--- config.mk ---
export PLATFORM = sky130hd
export DESIGN_NAME = ti3_unmask_collector
export DESIGN_NICKNAME = d
export VERILOG_FILES = /design/src/rtl/ti3_unmask_collector.sv
export SDC_FILE = /design/constraint.sdc
export NUM_CORES = 1
export LEC_CHECK = 0
export CORE_ASPECT_RATIO = 1.1
export CORE_UTILIZATION = 56
export CTS_CLUSTER_DIAMETER = 40
export CTS_CLUSTER_SIZE = 16
export DETAILED_ROUTE_END_ITERATION = 8
export PLACE_DENSITY = 0.76
export SLEW_MARGIN = 20
export SYNTH_ARGS = -nofsm -noshare
export SYNTH_HDL_FRONTEND = slang
export SYNTH_SLANG_ARGS = --single-unit
--- constraint.sdc ---
create_clock -name clk -period 20 [get_ports clk]
set_input_delay 3 -clock clk [delete_from_list [all_inputs] [get_ports clk]]
set_output_delay 3 -clock clk [all_outputs]
set_load 0.005 [all_outputs]
--- src/rtl/ti3_unmask_collector.sv ---
// ti3_unmask_collector
// Share-recombination back end for the 3-share TI datapath. Collects one
// 3-share nibble per handshake beat (nibble 0 first), then recombines the
// shares over two registered XOR stages so that no combinational cone ever
// sees all three shares of a nibble at once.
// Optional build macro: TI3_UNMASK_ZEROIZE_EN clears the share and partial
// registers on handshake and clears m_data one cycle after m_valid falls.
module ti3_unmask_collector #(
  parameter int NIBBLES = 16,
  parameter int CW      = $clog2(NIBBLES)
) (
  input  logic                 clk,
  input  logic                 rst,
  input  logic                 s_valid,
  output logic                 s_ready,
  input  logic [3:0]           s_sh1,
  input  logic [3:0]           s_sh2,
  input  logic [3:0]           s_sh3,
  output logic                 m_valid,
  input  logic                 m_ready,
  output logic [4*NIBBLES-1:0] m_data,
  output logic                 busy
);

  localparam int W = 4 * NIBBLES;
  localparam logic [CW-1:0] LAST = CW'(NIBBLES - 1);

  typedef enum logic [1:0] {
    COLLECT = 2'd0,
    COMB1   = 2'd1,
    COMB2   = 2'd2,
    HOLD    = 2'd3
  } state_t;

  state_t        r_state;
  logic [CW-1:0] r_cnt;
  logic          r_s_ready;
  logic          r_m_valid;
  logic [W-1:0]  r_sh1;
  logic [W-1:0]  r_sh2;
  logic [W-1:0]  r_sh3;
  logic [W-1:0]  r_p;
  logic [W-1:0]  r_m_data;
`ifdef TI3_UNMASK_ZEROIZE_EN
  logic          r_zero_pend;
`endif

  logic          w_beat;
  logic          w_last;
  logic          w_hs;
  logic [CW+1:0] w_slot;

  // Beat accepted only in COLLECT; the HOLD handshake returns to COLLECT.
  assign w_beat = s_valid & r_s_ready & (r_state == COLLECT);
  assign w_last = w_beat & (r_cnt == LAST);
  assign w_hs   = (r_state == HOLD) & m_ready;
  assign w_slot = {r_cnt, 2'b00};

  // Control FSM: state, beat counter and registered handshake outputs.
  always_ff @(posedge clk or posedge rst) begin
    if (rst) begin
      r_state   <= COLLECT;
      r_cnt     <= '0;
      r_s_ready <= 1'b1;
      r_m_valid <= 1'b0;
    end else begin
      case (r_state)
        COLLECT: begin
          if (w_beat) begin
            if (w_last) begin
              r_cnt     <= '0;
              r_s_ready <= 1'b0;
              r_state   <= COMB1;
            end else begin
              r_cnt <= r_cnt + 1'b1;
            end
          end
        end
        COMB1: begin
          r_state <= COMB2;
        end
        COMB2: begin
          r_m_valid <= 1'b1;
          r_state   <= HOLD;
        end
        HOLD: begin
          if (m_ready) begin
            r_m_valid <= 1'b0;
            r_s_ready <= 1'b1;
            r_state   <= COLLECT;
          end
        end
        default: begin
          r_state   <= COLLECT;
          r_cnt     <= '0;
          r_s_ready <= 1'b1;
          r_m_valid <= 1'b0;
        end
      endcase
    end
  end

  // Share capture: each share lands in its own register, nibble slot cnt.
  always_ff @(posedge clk or posedge rst) begin
    if (rst) begin
      r_sh1 <= '0;
      r_sh2 <= '0;
      r_sh3 <= '0;
    end else begin
      if (w_beat) begin
        r_sh1[w_slot +: 4] <= s_sh1;
        r_sh2[w_slot +: 4] <= s_sh2;
        r_sh3[w_slot +: 4] <= s_sh3;
      end
`ifdef TI3_UNMASK_ZEROIZE_EN
      else if (w_hs) begin
        r_sh1 <= '0;
        r_sh2 <= '0;
        r_sh3 <= '0;
      end
`endif
    end
  end

  // Two-stage recombination: p = sh1^sh2, then m_data = p^sh3.
  always_ff @(posedge clk or posedge rst) begin
    if (rst) begin
      r_p      <= '0;
      r_m_data <= '0;
`ifdef TI3_UNMASK_ZEROIZE_EN
      r_zero_pend <= 1'b0;
`endif
    end else begin
`ifdef TI3_UNMASK_ZEROIZE_EN
      r_zero_pend <= w_hs;
      if (r_zero_pend) begin
        r_m_data <= '0;
      end
      if (w_hs) begin
        r_p <= '0;
      end
`endif
      if (r_state == COMB1) begin
        r_p <= r_sh1 ^ r_sh2;
      end
      if (r_state == COMB2) begin
        r_m_data <= r_p ^ r_sh3;
      end
    end
  end

  assign s_ready = r_s_ready;
  assign m_valid = r_m_valid;
  assign m_data  = r_m_data;
  assign busy    = (r_state != COLLECT) | (r_cnt != '0);

endmodule

; ---- After elaboration in Yosys (flattened, before gate mapping)
; Cells that the tools add are included.
; Widths: inputs -> output; s select.
[totals]
register_bits = 328
inputBits = 16
elab_cells = 51
[op_classes]
addsub = 2
n_eq_ne = 7
shifts = 4
mux = 14
n_bitwise = 6
reduce_logical = 9
[op_table]
columns = operator, count
row1 = $bwmux 64, 3
row2 = $shiftx 4x8->64, 3
row3 = $xor 64x64->64, 2
row4 = $shift 4x8->64 const A, 1
row5 = $neg 6->8, 1
row6 = $pmux 2 s4, 1
row7 = $mux 2, 3
row8 = $ne 2x2->1 const B, 3
row9 = $reduce_bool 2->1, 3
row10 = $add 4x1->4 const B, 1
row11 = $eq 2x2->1 const B, 2
row12 = $eq 4x4->1 const B, 1
row13 = $mux 1, 4
row14 = $mux 4, 1
row15 = $pmux 1 s2, 2
row16 = $reduce_and 2->1, 2
row17 = $reduce_and 4->1, 1
row18 = $reduce_bool 4->1, 1
row19 = $and 1x1->1, 3
row20 = $reduce_and 3->1, 1
row21 = $eq 2x1->1 const B, 1
row22 = $logic_not 2->1, 1
row23 = $or 1x1->1, 1

; ---- Longest topological paths before layout
; Gate-level depths: netlist of the first run.
[logic_depth]
ltp_word = 6
ltp_mapped = 8
mapped_depth_nobuf = 6

; ---- Least setup slack after synthesis of the first run
; No wires, ideal clock.
[synth_timing]
path_kind = register to output
from = register r_cnt[0]
to = output port busy
t_arrival_ps = 1539
required_time_ps = 17000
path_slack_ps = 15461
stages_incl_launch_ff = 6
cell_sequence = dfrtp_1 > bufbuf_16 > inv_1 > ha_1 > nor3b_1 > nand2_1
[synth_via]
elab_chain_len = 2
[synth_lines]
columns = element, line_no
row1 = "start, declared", 36  ; logic [CW-1:0] r_cnt;
row2 = "start signal, assigned", 75  ; r_cnt <= r_cnt + 1'b1;
row3 = $reduce_bool 4->1, 155  ; assign busy = (r_state != COLLECT) | (r_cnt != '0);
row4 = $or 1x1->1, 155
row5 = "end, declared", 22  ; output logic busy
; No other way between the ends.

; ---- Final worst setup path of the first run
; Ends and elaborated chain as after synthesis.

==> results of run 1 <==
## critical path, stage by stage, from the launching register on
cell	delay, ns
dfrtp_1	0.59
inv_1	0.25
ha_1	0.33
nor3b_1	0.56
nand2_1	0.18
clkdlybuf4s50_1	0.48
## worst min path at each step
stage / end / slack [ns]
3_5_place_dp: r_sh1[61]$_DFFE_PP0P_ / 0.49
3_3_place_gp: r_sh1[13]$_DFFE_PP0P_ / 0.48
5_1_grt: r_sh2[30]$_DFFE_PP0P_ / 0.52
4_1_cts: r_sh3[28]$_DFFE_PP0P_ / 0.50
6_report: r_sh3[21]$_DFFE_PP0P_ / 0.50
2_1_floorplan: r_sh1[12]$_DFFE_PP0P_ / 0.47
## power groups by stage
stage               sequential, W  clock, W  combinational, W
CTS                       0.00106  0.000721          0.000817
global route              0.00109  0.000749          0.000899
detailed placement        0.00107         0          0.000806
global placement          0.00106         0          0.000782
floorplan                 0.00104         0          0.000547
finish                    0.00106  0.000713          0.000808
## cell families (layout without fill, tap and decap cells)
kind of cell | Yosys count | count (layout) | share of synthesized area, %
simple gates | 275 | 275 | 8.47
buf+inv | 80 | 166 | 3.08
compound gates | 223 | 223 | 8.49
mux | 122 | 122 | 10.6
xor+xnor | 130 | 130 | 8.36
flops | 328 | 328 | 60.3
fa+ha+maj | 8 | 8 | 0.735
## metal layers
metal | global-route usage (%) | part of all wire, % | up-vias
met5 | 0 | 0 | -
met1 | 32.5 | 44 | 4286
met2 | 38.5 | 48 | 202
li1 | - | - | 4026
met3 | 3.87 | 4.4 | 60
met4 | 8.27 | 2.8 | 0
## cells in the mapped netlist (all sizes together) (3+ instances only)
cell type  count
dfrtp        327
nor2         133
a21oi        131
xnor2        129
mux2         121
nand2        101
o21ai         81
clkbuf        45
buf           26
and3          15
ha             8
inv            8
nand3          8
nand4          3
## stage by stage
step | cells | util [%] | total power (W) | area (µm²) | setup WS, ns
after floorplan | 1166 | - | 0.00158 | 13600 | 7.92
after global placement | 1490 | 61.2 | 0.00184 | 14600 | 14.61
after detailed placement | 1490 | 61.2 | 0.00187 | 14600 | 14.52
after CTS | 1556 | 66.7 | 0.00260 | 15800 | 14.13
after global routing | 1557 | 66.8 | 0.00274 | 15900 | 13.95
final | 1557 | 66.8 | 0.00258 | 15900 | 14.09
## area by class of cell
cell class,instances,area (µm²),share of cell area (%)
multi-input cells,758,5020,31.6
clock inverters,25,324,2.04
inverters,8,37.5,0.236
repair buffers,92,928,5.85
well taps,305,382,2.40
clock buffers,41,971,6.12
flip-flops and latches,328,8210,51.7
## sequential cells by signal, summed over array words and instances (netlist names)
name	cells
m_data	64
m_valid	1
r_cnt	4
r_p	64
r_sh1	64
r_sh2	64
r_sh3	64
r_state	2
s_ready	1
==> results by group, run 1 <==
Run status
  – Outcome: complete, no violations

Clock tree
  – Clk sinks: 328
  – Hold Buf Count CTS: 0
  – Clock Root Buffer: clkbuf_16
  – CTS max path bufs: 3
  – Clock buffer count from CTS: 36
  – Clk slew on worst S/H paths: about 0.070 ns
  – Clock Latency Late Sink: between 0.5 and 0.6 ns
  – Count of cells resized by post-cts repair: 0
  – Setup repair bufs after CTS: 0
  – CTS tree: built
  – H-Tree Depth: 2

STA
  – Worst Skew: approximately 0.025 ns
  – Final setup viols: 0
  – Period Utilization, post-route: 29.6%
  – Rel. slew slack: 37.6%
  – Shortest period the worst path allows: 5.91 ns
  – Fin. Hold Viols: 0
  – Min Hold Slack: approximately 0.5 ns
  – Max-slew violations: 0
  – Max Clk Rate: roughly 0.17 GHz
  – RSZ-0062 raised after global routing: false
  – Setup TNS Final: 0 ns
  – Least-Margin Pin Slew: between 0.9 and 1 ns

Worst setup path
  – Setup CP Type: register to primary output
  – CP endpoint: busy
  – Startpoint types: register
  – Reg2reg path depth: 6
  – FF-to-FF End: r_sh2[16]$_DFFE_PP0P_
  – Worst flop-to-flop path startpoint: r_cnt[0]$_DFFE_PP0P_
  – CP arrival: 2.91 ns
  – Critical Path Source: r_cnt[0]$_DFFE_PP0P_
  – Worst-path maximum fanout: 23
  – Worst R2R Setup Slack: ~17 ns
  – Worst Setup End Kind: primary output
  – WP data required: approximately 17 ns

Hold path
  – Worst hold start: r_sh3[21]$_DFFE_PP0P_
  – Hold path depth: 2
  – Worst Hold Class: register to register

Power
  – Switching power: 0.000849 W
  – P_int: between 0.0015 and 0.002 W
  – Logic gate share of total power: ~31%
  – Reg power frac: 41.0%
  – Peak supply drop: between 100 and 150 µV
  – Sw Ratio: about a third
  – Pleak: between 7 and 8 nW
  – Clk pwr share: 27.6%
  – Pwr/cell area: between 150 and 200 nW/µm²

Placement
  – Final HPWL DP: approximately 17000 µm
  – Placer Congestion: between 0.8 and 0.9
  – IO buf count: between 80 and 90

Detailed routing
  – DR vias: approximately 8600
  – DR DRC count: 0
  – Routed WL: between 20000 and 30000 µm
  – Remaining antenna violation count: 0
  – DR WL/cell: about 18 µm
  – Detailed-router iteration count before antenna repair: 5
  – Initial DRC count: ~560
  – Vias per Instance: 5.51

Die
  – Io pins: 83
  – Chip height: between 150 and 200 µm
  – Initial Util: 57.3%
  – Die W: 151 µm
  – Rows: between 50 and 60
  – Die ar.: 25000 µm²
  – Core area: approximately 24000 µm²

Synth
  – Syn Area/Cell: 11.7 µm²
  – Synth Register Bits: ~330
  – Synth area leaders: dfrtp_1, mux2_2, xnor2_1, a21oi_1, nor2_1
  – Post-Syn Nets: ~1200
  – Post-Syn Area: approximately 14000 µm²
  – Unique masters post-synth: 44
  – Post-synth EDFFs: 0
  – Synth async-reset ratio: 100%
  – Post-synth top area cell: dfrtp_1
  – Synth warn: 0
  – Syn Inst Count: ~1200
  – Synth top area share: 60.1%
  – Main synth FF type: dfrtp_1
  – Share of the yosys chip area belonging to registers: 60.3%

Global route
  – Vias in the first global route: 8564
  – GR Overflow Total: 0
  – Antenna violations before repair: 0
  – GRT Util Overall: between 20% and 30%
  – Pin count of the biggest net entering global routing: 194
  – First-pass GRT wire length: 45500 µm

Final layout
  – Most common cell after layout, fill and taps aside: dfrtp_1
  – Fillers: about 1800
  – Area grow syn2layout: 16.5%
  – Most frequent cells in the layout: dfrtp_1, nor2_1, a21oi_1, xnor2_1
  – Layout cells sized above 1: approximately 17%
  – Antenna Cells: 0
  – Final nets: roughly 1200

Job
  – Maximum capacitance violations: 0
Note: power is estimated with default switching activity, not from simulation.
==> run 2, diff against run 1 <==
Clock period 20 ns to 5.79 ns, I/O delays scaled along.
==> run 2 against run 1 <==
Design area shrank 1.0%; power grew to 3.3 times the previous value; clock skew shrank 0.0042 ns; first-iteration DRC count grew 2.1%.
==> results by group, run 2 (synthesis results as in run 1) <==
Final layout
  – Most frequent cells in the layout: dfrtp_1, nor2_1, a21oi_1, xnor2_1
  – Area grow syn2layout: 15.4%
  – Layout cells sized above 1: 16.4% (-0.28 points)
  – Most common cell after layout, fill and taps aside: dfrtp_1
  – Final core area utilization: 66.1% (-0.67 points)
  – Final nets: 1249 (+0.080%)
  – Antenna Cells: 0 (unchanged)

Worst setup path
  – Critical Path Source: r_cnt[0]$_DFFE_PP0P_
  – Startpoint types: register
  – CP arrival: 2.87 ns (-0.04 ns)
  – FF-to-FF End: r_sh2[8]$_DFFE_PP0P_
  – Worst flop-to-flop path startpoint: r_cnt[0]$_DFFE_PP0P_
  – Worst-path maximum fanout: 23 (unchanged)
  – Critical path's top delay family: buffers and inverters
  – Buf/Inv on CP: 2 (unchanged)
  – Worst R2R Setup Slack: 2.67 ns (-14.17 ns)
  – CP max stage delay: 0.60 ns (about the same)
  – Slowest-stage cell, CP: dfrtp_1
  – Worst Setup End Kind: primary output
  – Worst-path cell chain: inv_1 > ha_1 > nor3b_1 > nand2_1 > clkdlybuf4s50_1
  – WP data required: 4.92 ns (-12.08 ns)
  – Setup CP Type: register to primary output
  – Reg2reg path depth: 6 (unchanged)
  – Critical Path Stages: 5 (unchanged)

Placement
  – Pre-CTS setup slack: 2.45 ns (-12.07 ns)
  – Placer Congestion: 0.851 (+1.1%)
  – Final HPWL DP: 17100 µm (+3.0%)
  – IO buf count: 82 (unchanged)

Clock tree
  – Clock buffer count from CTS: 34 (-5.6%)
  – Hold Buf Count CTS: 0 (unchanged)
  – Setup repair bufs after CTS: 0 (unchanged)
  – Clock Latency Late Sink: 0.52 ns (about the same)
  – Clock Root Buffer: clkbuf_16
  – CTS max path bufs: 3 (unchanged)
  – Clk slew on worst S/H paths: 0.06 ns (about the same)
  – Count of cells resized by post-cts repair: 0 (unchanged)
  – H-Tree Depth: 2 (unchanged)
  – Clk sinks: 328 (unchanged)
  – CTS tree: built

STA
  – Setup TNS Final: 0 ns (unchanged)
  – Max Clk Rate: about 0.27 GHz
  – Worst Skew: 0.0208 ns (-0.00421 ns)
  – Final setup viols: 0 (unchanged)
  – RSZ-0062 raised after global routing: false
  – Least-Margin Pin Slew: 0.936 ns (+0.00276 ns)
  – Shortest period the worst path allows: between 3 and 4 ns
  – Min Hold Slack: 0.499 ns (+0.000436 ns)
  – Final WS setup: 2.06 ns (-12.03 ns)
  – Fin. Hold Viols: 0 (unchanged)
  – Max-slew violations: 0 (unchanged)
  – Period Utilization, post-route: between 60% and 70%
  – Rel. slew slack: 37.0% (-0.57 points)

Detailed routing
  – Vias per Instance: 5.48 (-0.41%)
  – Detailed-router iteration count before antenna repair: 5 (unchanged)
  – Routed WL: 27800 µm (-0.82%)
  – DR DRC count: 0 (unchanged)
  – DR vias: 8522 (-0.61%)
  – Initial DRC count: 571 (+2.1%)
  – DR WL/cell: 17.9 µm (-0.63%)
  – Remaining antenna violation count: 0 (unchanged)

Die
  – Rows: 59 (unchanged)
  – Core area: 23800 µm² (unchanged)
  – Chip height: 166 µm (unchanged)
  – Die W: 151 µm (unchanged)
  – Initial Util: 57.3% (unchanged)
  – Die ar.: 25000 µm² (unchanged)
  – Io pins: 83 (unchanged)

Global route
  – Grt met1 use: 32.7% (+0.21 points)
  – Grt met3 use: 3.54% (-0.33 points)
  – GR Overflow Total: 0 (unchanged)
  – Antenna violations before repair: 0 (unchanged)
  – GRT Util Overall: 23.5% (-0.19 points)
  – Pin count of the biggest net entering global routing: 156 (-20%)
  – Vias in the first global route: 8515 (-0.57%)
  – Met2 Resource Use GR: 38.6% (+0.10 points)
  – First-pass GRT wire length: 44900 µm (-1.3%)
  – Gr busiest metal: met2

Run status
  – Outcome: complete, no violations

Hold path
  – WHS Endpoint: r_sh1[28]$_DFFE_PP0P_
  – Worst hold start: r_sh1[28]$_DFFE_PP0P_
  – Worst Hold Class: register to register
  – Hold path depth: 2 (unchanged)

Job
  – Maximum capacitance violations: 0 (unchanged)

Power
  – Pleak: 6.95 nW (-1.2%)
  – Peak supply drop: 399 µV (+230%)
  – Pwr/cell area: 548 nW/µm² (+240%)
run 2: worst max-delay path by stage:
stage	slack, ns	end
2_1_floorplan	0.54	m_data[0]$_DFFE_PP0P_
3_3_place_gp	2.53	r_sh2[36]$_DFFE_PP0P_
3_5_place_dp	2.45	r_sh3[36]$_DFFE_PP0P_
4_1_cts	2.13	busy
5_1_grt	1.91	busy
6_report	2.06	busy
run 2: cell type report:
class | count | area, µm²
Timing Repair Buffer | 95 | 931
Multi-Input combinational cell | 758 | 5020
Tap cell | 305 | 382
Fill cell | 1822 | 8050
Clock inverter | 15 | 143
Inverter | 8 | 33.8
Sequential cell | 328 | 8210
Clock buffer | 45 | 993
run 2: metrics by stage:
stage          power [W]  cell area (µm²)  cells
2_1_floorplan    0.00547            13600   1166
3_3_place_gp     0.00635            14600   1494
3_5_place_dp     0.00647            14600   1494
4_1_cts          0.00868            15700   1554
5_1_grt          0.00919            15700   1554
6_report         0.00861            15700   1554
run 2: per-layer routing:
| metal | part of all wire (%) | wire (µm) |
|---|---|---|
| met5 | 0 | 0 |
| met4 | 2.1 | 576 |
| met3 | 3.8 | 1040 |
| met2 | 49 | 13700 |
| met1 | 45 | 12500 |
run 2: worst register-to-register path, delay by kind of cell, from the launching register on:
kind	cells	cell delay, ns
AOI/OAI and AO/OA	1	0.38
adders and majority gates	1	0.35
buffers and inverters	1	0.21
DFF	1	0.73
muxes	1	0.40
and+or+nand+nor	2	0.93
run 2: power by group:
part | internal (W) | switching (W)
sequential | 0.00310 | 0.000550
combinational | 0.00138 | 0.00141
clock | 0.00127 | 0.000908
